File: src/rtl/state_lookup_app3.sv
// state_lookup_app3: third stateful app, downstream of the DNS state app.
// Counts packets per 64-bit host-pair key in a small associative table and
// clears the output-port field of the action once a key exceeds a threshold.
// A small input FIFO absorbs back-to-back app_done_in strobes.
// Optional build macro: STATE_APP3_STATS_EN adds stat_hits/stat_misses/stat_drops.

`ifndef OPENFLOW_ACTION_WIDTH
`define OPENFLOW_ACTION_WIDTH 32
`endif
`ifndef OPENFLOW_ENTRY_SRC_PORT_WIDTH
`define OPENFLOW_ENTRY_SRC_PORT_WIDTH 16
`endif

module state_lookup_app3 #(
  parameter int unsigned KEY_WIDTH                     = 64,
  parameter int unsigned TABLE_SIZE                    = 8,
  parameter int unsigned CNT_WIDTH                     = 16,
  parameter int unsigned FIFO_DEPTH_BITS               = 2,
  parameter logic [1:0]  APP_ID                        = 2'b11,
  parameter logic [1:0]  NEXT_APP                      = 2'b00,
  parameter int unsigned OPENFLOW_ACTION_WIDTH         = `OPENFLOW_ACTION_WIDTH,
  parameter int unsigned OPENFLOW_ENTRY_SRC_PORT_WIDTH = `OPENFLOW_ENTRY_SRC_PORT_WIDTH
) (
  input  logic                                     clk,
  input  logic                                     reset,
  input  logic                                     app_done_in,
  input  logic [OPENFLOW_ACTION_WIDTH-1:0]         action_in,
  input  logic [1:0]                               next_app_in,
  input  logic [KEY_WIDTH-1:0]                     match_field_in,
  input  logic [OPENFLOW_ENTRY_SRC_PORT_WIDTH-1:0] flow_entry_src_port_in,
  input  logic [CNT_WIDTH-1:0]                     threshold,
  input  logic                                     table_flush,
  output logic                                     app_done,
  output logic [OPENFLOW_ACTION_WIDTH-1:0]         action_out,
  output logic [1:0]                               next_app,
  output logic [KEY_WIDTH-1:0]                     match_field_out,
  output logic [OPENFLOW_ENTRY_SRC_PORT_WIDTH-1:0] flow_entry_src_port_out,
  output logic                                     fifo_overflow
`ifdef STATE_APP3_STATS_EN
  ,
  output logic [31:0]                              stat_hits,
  output logic [31:0]                              stat_misses,
  output logic [31:0]                              stat_drops
`endif
);

  localparam int unsigned ACT_W = OPENFLOW_ACTION_WIDTH;
  localparam int unsigned SRC_W = OPENFLOW_ENTRY_SRC_PORT_WIDTH;
  localparam int unsigned DEPTH = 1 << FIFO_DEPTH_BITS;
  localparam int unsigned IW    = (TABLE_SIZE > 1) ? $clog2(TABLE_SIZE) : 1;
  // Bits of the action holding the output port; cleared on a drop.
  localparam logic [ACT_W-1:0] PORT_MASK = ACT_W'(16'hFFFF);

  typedef struct packed {
    logic [ACT_W-1:0]     action;
    logic [1:0]           next_app;
    logic [KEY_WIDTH-1:0] key;
    logic [SRC_W-1:0]     src;
  } fifo_ent_t;

  typedef enum logic [1:0] {IDLE, PASS, COMPARE, UPDATE} state_t;

  // ---------------- input FIFO ----------------
  fifo_ent_t                  fifo_q [DEPTH];
  logic [FIFO_DEPTH_BITS-1:0] wr_ptr_q, rd_ptr_q;
  logic [FIFO_DEPTH_BITS:0]   cnt_q, cnt_d;
  logic                       full, empty, push, pop;
  fifo_ent_t                  fifo_wr, fifo_rd;

  assign full    = (cnt_q == (FIFO_DEPTH_BITS+1)'(DEPTH));
  assign empty   = (cnt_q == '0);
  // A pop in the same cycle frees a slot, so a push into a full FIFO still lands.
  assign push    = app_done_in && (!full || pop);
  assign fifo_rd = fifo_q[rd_ptr_q];
  assign fifo_wr = '{action: action_in, next_app: next_app_in,
                     key: match_field_in, src: flow_entry_src_port_in};
  assign fifo_overflow = !reset && app_done_in && full && !pop;

  // Occupancy tracks pushes minus pops.
  always_comb begin
    cnt_d = cnt_q;
    if (push && !pop)      cnt_d = cnt_q + 1'b1;
    else if (pop && !push) cnt_d = cnt_q - 1'b1;
  end

  // FIFO pointers and occupancy.
  always_ff @(posedge clk) begin
    if (reset) begin
      wr_ptr_q <= '0;
      rd_ptr_q <= '0;
      cnt_q    <= '0;
    end else begin
      cnt_q <= cnt_d;
      if (push) wr_ptr_q <= wr_ptr_q + 1'b1;
      if (pop)  rd_ptr_q <= rd_ptr_q + 1'b1;
    end
  end

  // FIFO storage; contents are only meaningful under the occupancy count.
  always_ff @(posedge clk) begin
    if (push) fifo_q[wr_ptr_q] <= fifo_wr;
  end

  // ---------------- FSM ----------------
  state_t state_q, state_d;
  logic   emit;

  // Next-state: pop when idle, route to lookup or straight pass-through.
  always_comb begin
    state_d = state_q;
    pop     = 1'b0;
    emit    = 1'b0;
    case (state_q)
      IDLE: begin
        if (!empty) begin
          pop     = 1'b1;
          state_d = (fifo_rd.next_app == APP_ID) ? COMPARE : PASS;
        end
      end
      PASS: begin
        emit    = 1'b1;
        state_d = IDLE;
      end
      COMPARE: state_d = UPDATE;
      UPDATE: begin
        emit    = 1'b1;
        state_d = IDLE;
      end
      default: state_d = IDLE;
    endcase
  end

  // State register.
  always_ff @(posedge clk) begin
    if (reset) state_q <= IDLE;
    else       state_q <= state_d;
  end

  // ---------------- hold registers ----------------
  logic [ACT_W-1:0]     hold_act_q;
  logic [KEY_WIDTH-1:0] hold_key_q;
  logic [SRC_W-1:0]     hold_src_q;

  // Capture the popped packet for the duration of its processing.
  always_ff @(posedge clk) begin
    if (pop) begin
      hold_act_q <= fifo_rd.action;
      hold_key_q <= fifo_rd.key;
      hold_src_q <= fifo_rd.src;
    end
  end

  // ---------------- associative table ----------------
  logic [TABLE_SIZE-1:0] tbl_vld_q;
  logic [KEY_WIDTH-1:0]  tbl_key_q [TABLE_SIZE];
  logic [CNT_WIDTH-1:0]  tbl_cnt_q [TABLE_SIZE];
  logic [IW-1:0]         victim_q;
  logic                  lk_hit, hit_q;
  logic [IW-1:0]         lk_idx, idx_q;

  // Parallel match; scanning downward leaves the lowest matching index.
  always_comb begin
    lk_hit = 1'b0;
    lk_idx = '0;
    for (int i = TABLE_SIZE - 1; i >= 0; i--) begin
      if (tbl_vld_q[i] && (tbl_key_q[i] == hold_key_q)) begin
        lk_hit = 1'b1;
        lk_idx = IW'(i);
      end
    end
  end

  // Register the lookup result at the end of COMPARE.
  always_ff @(posedge clk) begin
    if (reset) begin
      hit_q <= 1'b0;
      idx_q <= '0;
    end else if (state_q == COMPARE) begin
      hit_q <= lk_hit;
      idx_q <= lk_idx;
    end
  end

  logic [CNT_WIDTH-1:0] cur_cnt, new_cnt;
  logic                 drop;
  logic [ACT_W-1:0]     upd_action;

  // Counter update value and the drop decision for the UPDATE cycle.
  always_comb begin
    cur_cnt = tbl_cnt_q[idx_q];
    if (!hit_q)        new_cnt = CNT_WIDTH'(1);
    else if (&cur_cnt) new_cnt = cur_cnt;
    else               new_cnt = cur_cnt + 1'b1;
    drop       = (threshold != '0) && (new_cnt > threshold);
    upd_action = drop ? (hold_act_q & ~PORT_MASK) : hold_act_q;
  end

  // Valid bits and replacement pointer; flush wins over an UPDATE write.
  always_ff @(posedge clk) begin
    if (reset || table_flush) begin
      tbl_vld_q <= '0;
      victim_q  <= '0;
    end else if ((state_q == UPDATE) && !hit_q) begin
      tbl_vld_q[victim_q] <= 1'b1;
      victim_q <= (victim_q == IW'(TABLE_SIZE - 1)) ? '0 : victim_q + 1'b1;
    end
  end

  // Entry key/count storage, qualified by the valid bits.
  always_ff @(posedge clk) begin
    if (!reset && !table_flush && (state_q == UPDATE)) begin
      if (hit_q) begin
        tbl_cnt_q[idx_q] <= new_cnt;
      end else begin
        tbl_key_q[victim_q] <= hold_key_q;
        tbl_cnt_q[victim_q] <= new_cnt;
      end
    end
  end

  // ---------------- result outputs ----------------
  // Registered result; fields hold until the next emitted packet.
  always_ff @(posedge clk) begin
    if (reset) begin
      app_done                <= 1'b0;
      action_out              <= '0;
      match_field_out         <= '0;
      flow_entry_src_port_out <= '0;
    end else begin
      app_done <= emit;
      if (emit) begin
        action_out              <= (state_q == UPDATE) ? upd_action : hold_act_q;
        match_field_out         <= hold_key_q;
        flow_entry_src_port_out <= hold_src_q;
      end
    end
  end

  assign next_app = NEXT_APP;

`ifdef STATE_APP3_STATS_EN
  logic [31:0] hits_q, misses_q, drops_q;

  // Lookup statistics; only reset clears them.
  always_ff @(posedge clk) begin
    if (reset) begin
      hits_q   <= '0;
      misses_q <= '0;
      drops_q  <= '0;
    end else if (state_q == UPDATE) begin
      if (hit_q) hits_q   <= hits_q + 1'b1;
      else       misses_q <= misses_q + 1'b1;
      if (drop)  drops_q  <= drops_q + 1'b1;
    end
  end

  assign stat_hits   = hits_q;
  assign stat_misses = misses_q;
  assign stat_drops  = drops_q;
`endif

endmodule

File: config.mk
export PLATFORM = sky130hd
export DESIGN_NAME = state_lookup_app3
export DESIGN_NICKNAME = d
export VERILOG_FILES = /design/src/rtl/state_lookup_app3.sv
export SDC_FILE = /design/constraint.sdc
export NUM_CORES = 2
export LEC_CHECK = 0
export BUFFER_PORTS_ARGS = -buffer_cell sky130_fd_sc_hd__clkbuf_2
export CORE_MARGIN = 1.5
export CORE_UTILIZATION = 63
export CTS_BUF_LIST = sky130_fd_sc_hd__clkbuf_4
export DETAILED_ROUTE_END_ITERATION = 10
export PLACE_DENSITY_LB_ADDON = 0.2
export SYNTH_ARGS = -nofsm -noshare
export SYNTH_HDL_FRONTEND = slang
export SYNTH_SLANG_ARGS = --single-unit
export TNS_END_PERCENT = 5
File: constraint.sdc
create_clock -name clk -period 12.5 [get_ports clk]
set_input_delay 1.25 -clock clk [delete_from_list [all_inputs] [get_ports clk]]
set_output_delay 1.25 -clock clk [all_outputs]
set_load 0.005 [all_outputs]
==> results.cfg <==
[outcome]
outcome = completed

[worst_setup_path]
critical_path.most_common_cell = a21o_1
required_ns = 13.50
critPathMaxStageDelay_ns = 1.12
path_class = reg -> reg
crit_path_end_kind = flop
critPathSlowestCell = dfxtp_2
path_delay_family = compound AO/OA/AOI/OAI gates
crit_fanout = 32
path_cells = mux4_2, mux2_2, ha_1, and2_1, and4_4, nand3_4, nand4_1, xor2_1, and2_1, ha_1, a21o_1, a21o_1, a21oi_1, o21ai_1, a21o_1, a21oi_1, a31oi_2, o21ai_0
startpoint_type = flop
critPathBufInv = 0
cp_data_arrival_time_ns = 6.54

[synthesis]
syn_area_per_cell_um2 = 17.9
seq_area_frac_synth_pct = 75.1
synthXorXnorAreaFrac_pct = 7.07
yosys_register_bits = 1350
synthAdderAreaFrac_pct = 0.615
syn_inst = 2915
synth_area_leader_cell = edfxtp_1
synth-simple-area-share_pct = 4.49
synthTopCellsByCount = edfxtp_1, xnor2_1, xor2_1
synth_cell_types = 65
synthArstFlopShare_pct = 0
synth_top_area_share_pct = 69.7
netlist_area_um2 = 52100
synth_top_family_by_area = multiplexers
yosys_most_used_dff = edfxtp_1
yosysMostFrequentCell = edfxtp_1
synthTopCellsByArea = edfxtp_1, mux4_2, dfxtp_1
synthMuxAreaShare_pct = 8.52
synth-compound-area-share_pct = 2.36
synth_edf_count = 1208
yosysWarningCount = 0

[placed_design]
placed_area_um2 = 54900
portBuffers = 247
place.gp.congestion = 0.902
hpwl_mm = 71.9

[cells_and_area]
fill_cells = 5150
drive_above_1_share_pct = 28.5
finalInstanceArea_um2 = 59200
seq_area_um2 = 39100
final_nets = 3624
multi_input_area_um2 = 12100
syn_to_final_growth_pct = 13.8

[clock_network]
h-tree-depth = 5
root_buffer = clkbuf_4
clk_path_buf_depth = 4
cts_hold_buffers = 0
cts_sinks = 1350
numCtsBuffers = 343
postCtsSetupRepairBufs = 0
clkTransAtPathRegs_ns = 0.07
clk_latency_ns = 1.19
cts_resized = 0
tritoncts = yes

[floorplan]
initial_utilization_pct = 63.5
num_rows = 105
design.core.area_um2 = 82000
die_w_um = 290
dieArea_um2 = 84400
dieHeight_um = 290
top_level_ports = 250

[power_and_ir_drop]
peakVddDrop_mv = 0.134
power_density_nw_per_um2 = 218
p_leak_uw = 0.0204
totalPowerFinal_uw = 12900

[sta]
worst_pin_slew_ns = 1.20
tns_ns = 0
finalHoldViolations = 0
fin_crit_ns = 5.54
rsz0062_at_grt = false
finalCritPeriodShare_pct = 44.3
slew_headroom_pct = 19.0
slew_violations = 0
finalSetupViolations = 0
max_freq_mhz = 181
clock_skew_ns = 0.112

[routing]
drc = 0
vias = 28591
drtIter0Drc = 2617
vias_per_cell = 5.97
wl_per_cell_um = 25.2
wl_mm = 121
ant_nets = 0
drt-pass1-iter-count = 5

[grt]
grt_pass1_wl_mm = 180
grt_start_max_net_pins = 75
antenna_found_initial = 14
grt_pass1_vias = 29859
gr-total-overflow = 0
grt_util_all_layers_pct = 29.1

[min_path]
min_path_type = in -> reg

[job]
cap_violations = 0
==> sequential cells by signal, indices dropped and copies added (netlist names), named ones only <==
| name | count |
|---|---|
| idx_q | 3 |
| cnt_q | 3 |
| tbl_key_q | 512 |
| app_done | 1 |
| rd_ptr_q | 2 |
| fifo_q | 456 |
| tbl_vld_q | 8 |
| hit_q | 1 |
| match_field_out | 64 |
| hold_src_q | 16 |
| flow_entry_src_port_out | 16 |
| state_q | 2 |
| wr_ptr_q | 2 |
| hold_act_q | 32 |
| victim_q | 3 |
| action_out | 32 |
| tbl_cnt_q | 128 |
| hold_key_q | 64 |
==> per-stage QoR <==
stage | instances | hold slack [ns] | setup WS, ns | util, %
after global routing | 4789 | 0.245 | 6.34 | 72.2
final | 4789 | 0.309 | 6.96 | 72.2
after CTS | 4784 | 0.190 | 6.38 | 72.2
after global placement | 4190 | 0.428 | 6.69 | 66.9
after detailed placement | 4190 | 0.442 | 6.41 | 66.9
after floorplan | 2916 | 0.420 | 2.58 | -
==> final cells by class <==
type	count	share of cell area [%]
clock inverter	84	0.839
inverter	96	0.608
timing repair buffer	338	3.25
sequential	1350	66.1
antenna	5	0.0211
tap	1070	2.26
multi-input combinational	1336	20.5
clock buffer	510	6.46
==> path summary, 6_finish.rpt <==
| path | to | cells past startpoint | startpoint | slack [ns] |
|---|---|---|---|---|
| hold / removal | fifo_q[1][76] | 1 | match_field_in[60] | 0.31 |
| setup reg to reg | action_out[4] | 18 | flop | 6.96 |
| hold reg to reg | action_out[25] | 2 | hold_act_q[25] | 0.44 |
| setup / recovery | action_out[4] | 18 | flop | 6.96 |
==> where the power goes <==
part / switching, uW / total [uW] / internal [uW] / leakage, uW
registers: 279 / 6030 / 5750 / 0.0122
logic: 2100 / 3230 / 1130 / 0.00560
clock network: 1690 / 3670 / 1980 / 0.00257
total: 4070 / 12900 / 8860 / 0.0204
==> cells by family (layout without fill, tap and decap cells) <==
family                     Yosys count  in the layout
DFF                               1350           1350
and+or+nand+nor                    453            453
xor gates and xnor gates           420            420
muxes                              262            262
buffers and inverters              230           1028
AOI/OAI and AO/OA                  174            174
adders and majority gates           25             25
other                                1              7
==> placed cells by master (no fill, tap or decap), types with 64 or more instances in the layout <==
cell type / n
edfxtp_1: 1208
clkbuf_4: 510
clkbuf_2: 246
xnor2_1: 239
xor2_1: 181
mux4_2: 144
dfxtp_1: 138
nor2_1: 122
mux2i_1: 108
buf_4: 92
inv_1: 89
nand4_1: 78
nor4_1: 72
clkinv_1: 64
==> routing by layer <==
| layer | vias up | routed length [um] | global-route usage, % |
|---|---|---|---|
| li1 | 12528 | - | - |
| met1 | 14420 | 47000 | 38.5 |
| met2 | 1395 | 58700 | 46.3 |
| met3 | 236 | 11400 | 7.89 |
| met4 | 12 | 3730 | 11.8 |
| met5 | - | 87 | 0 |
Power figures use the tool's default switching activity.
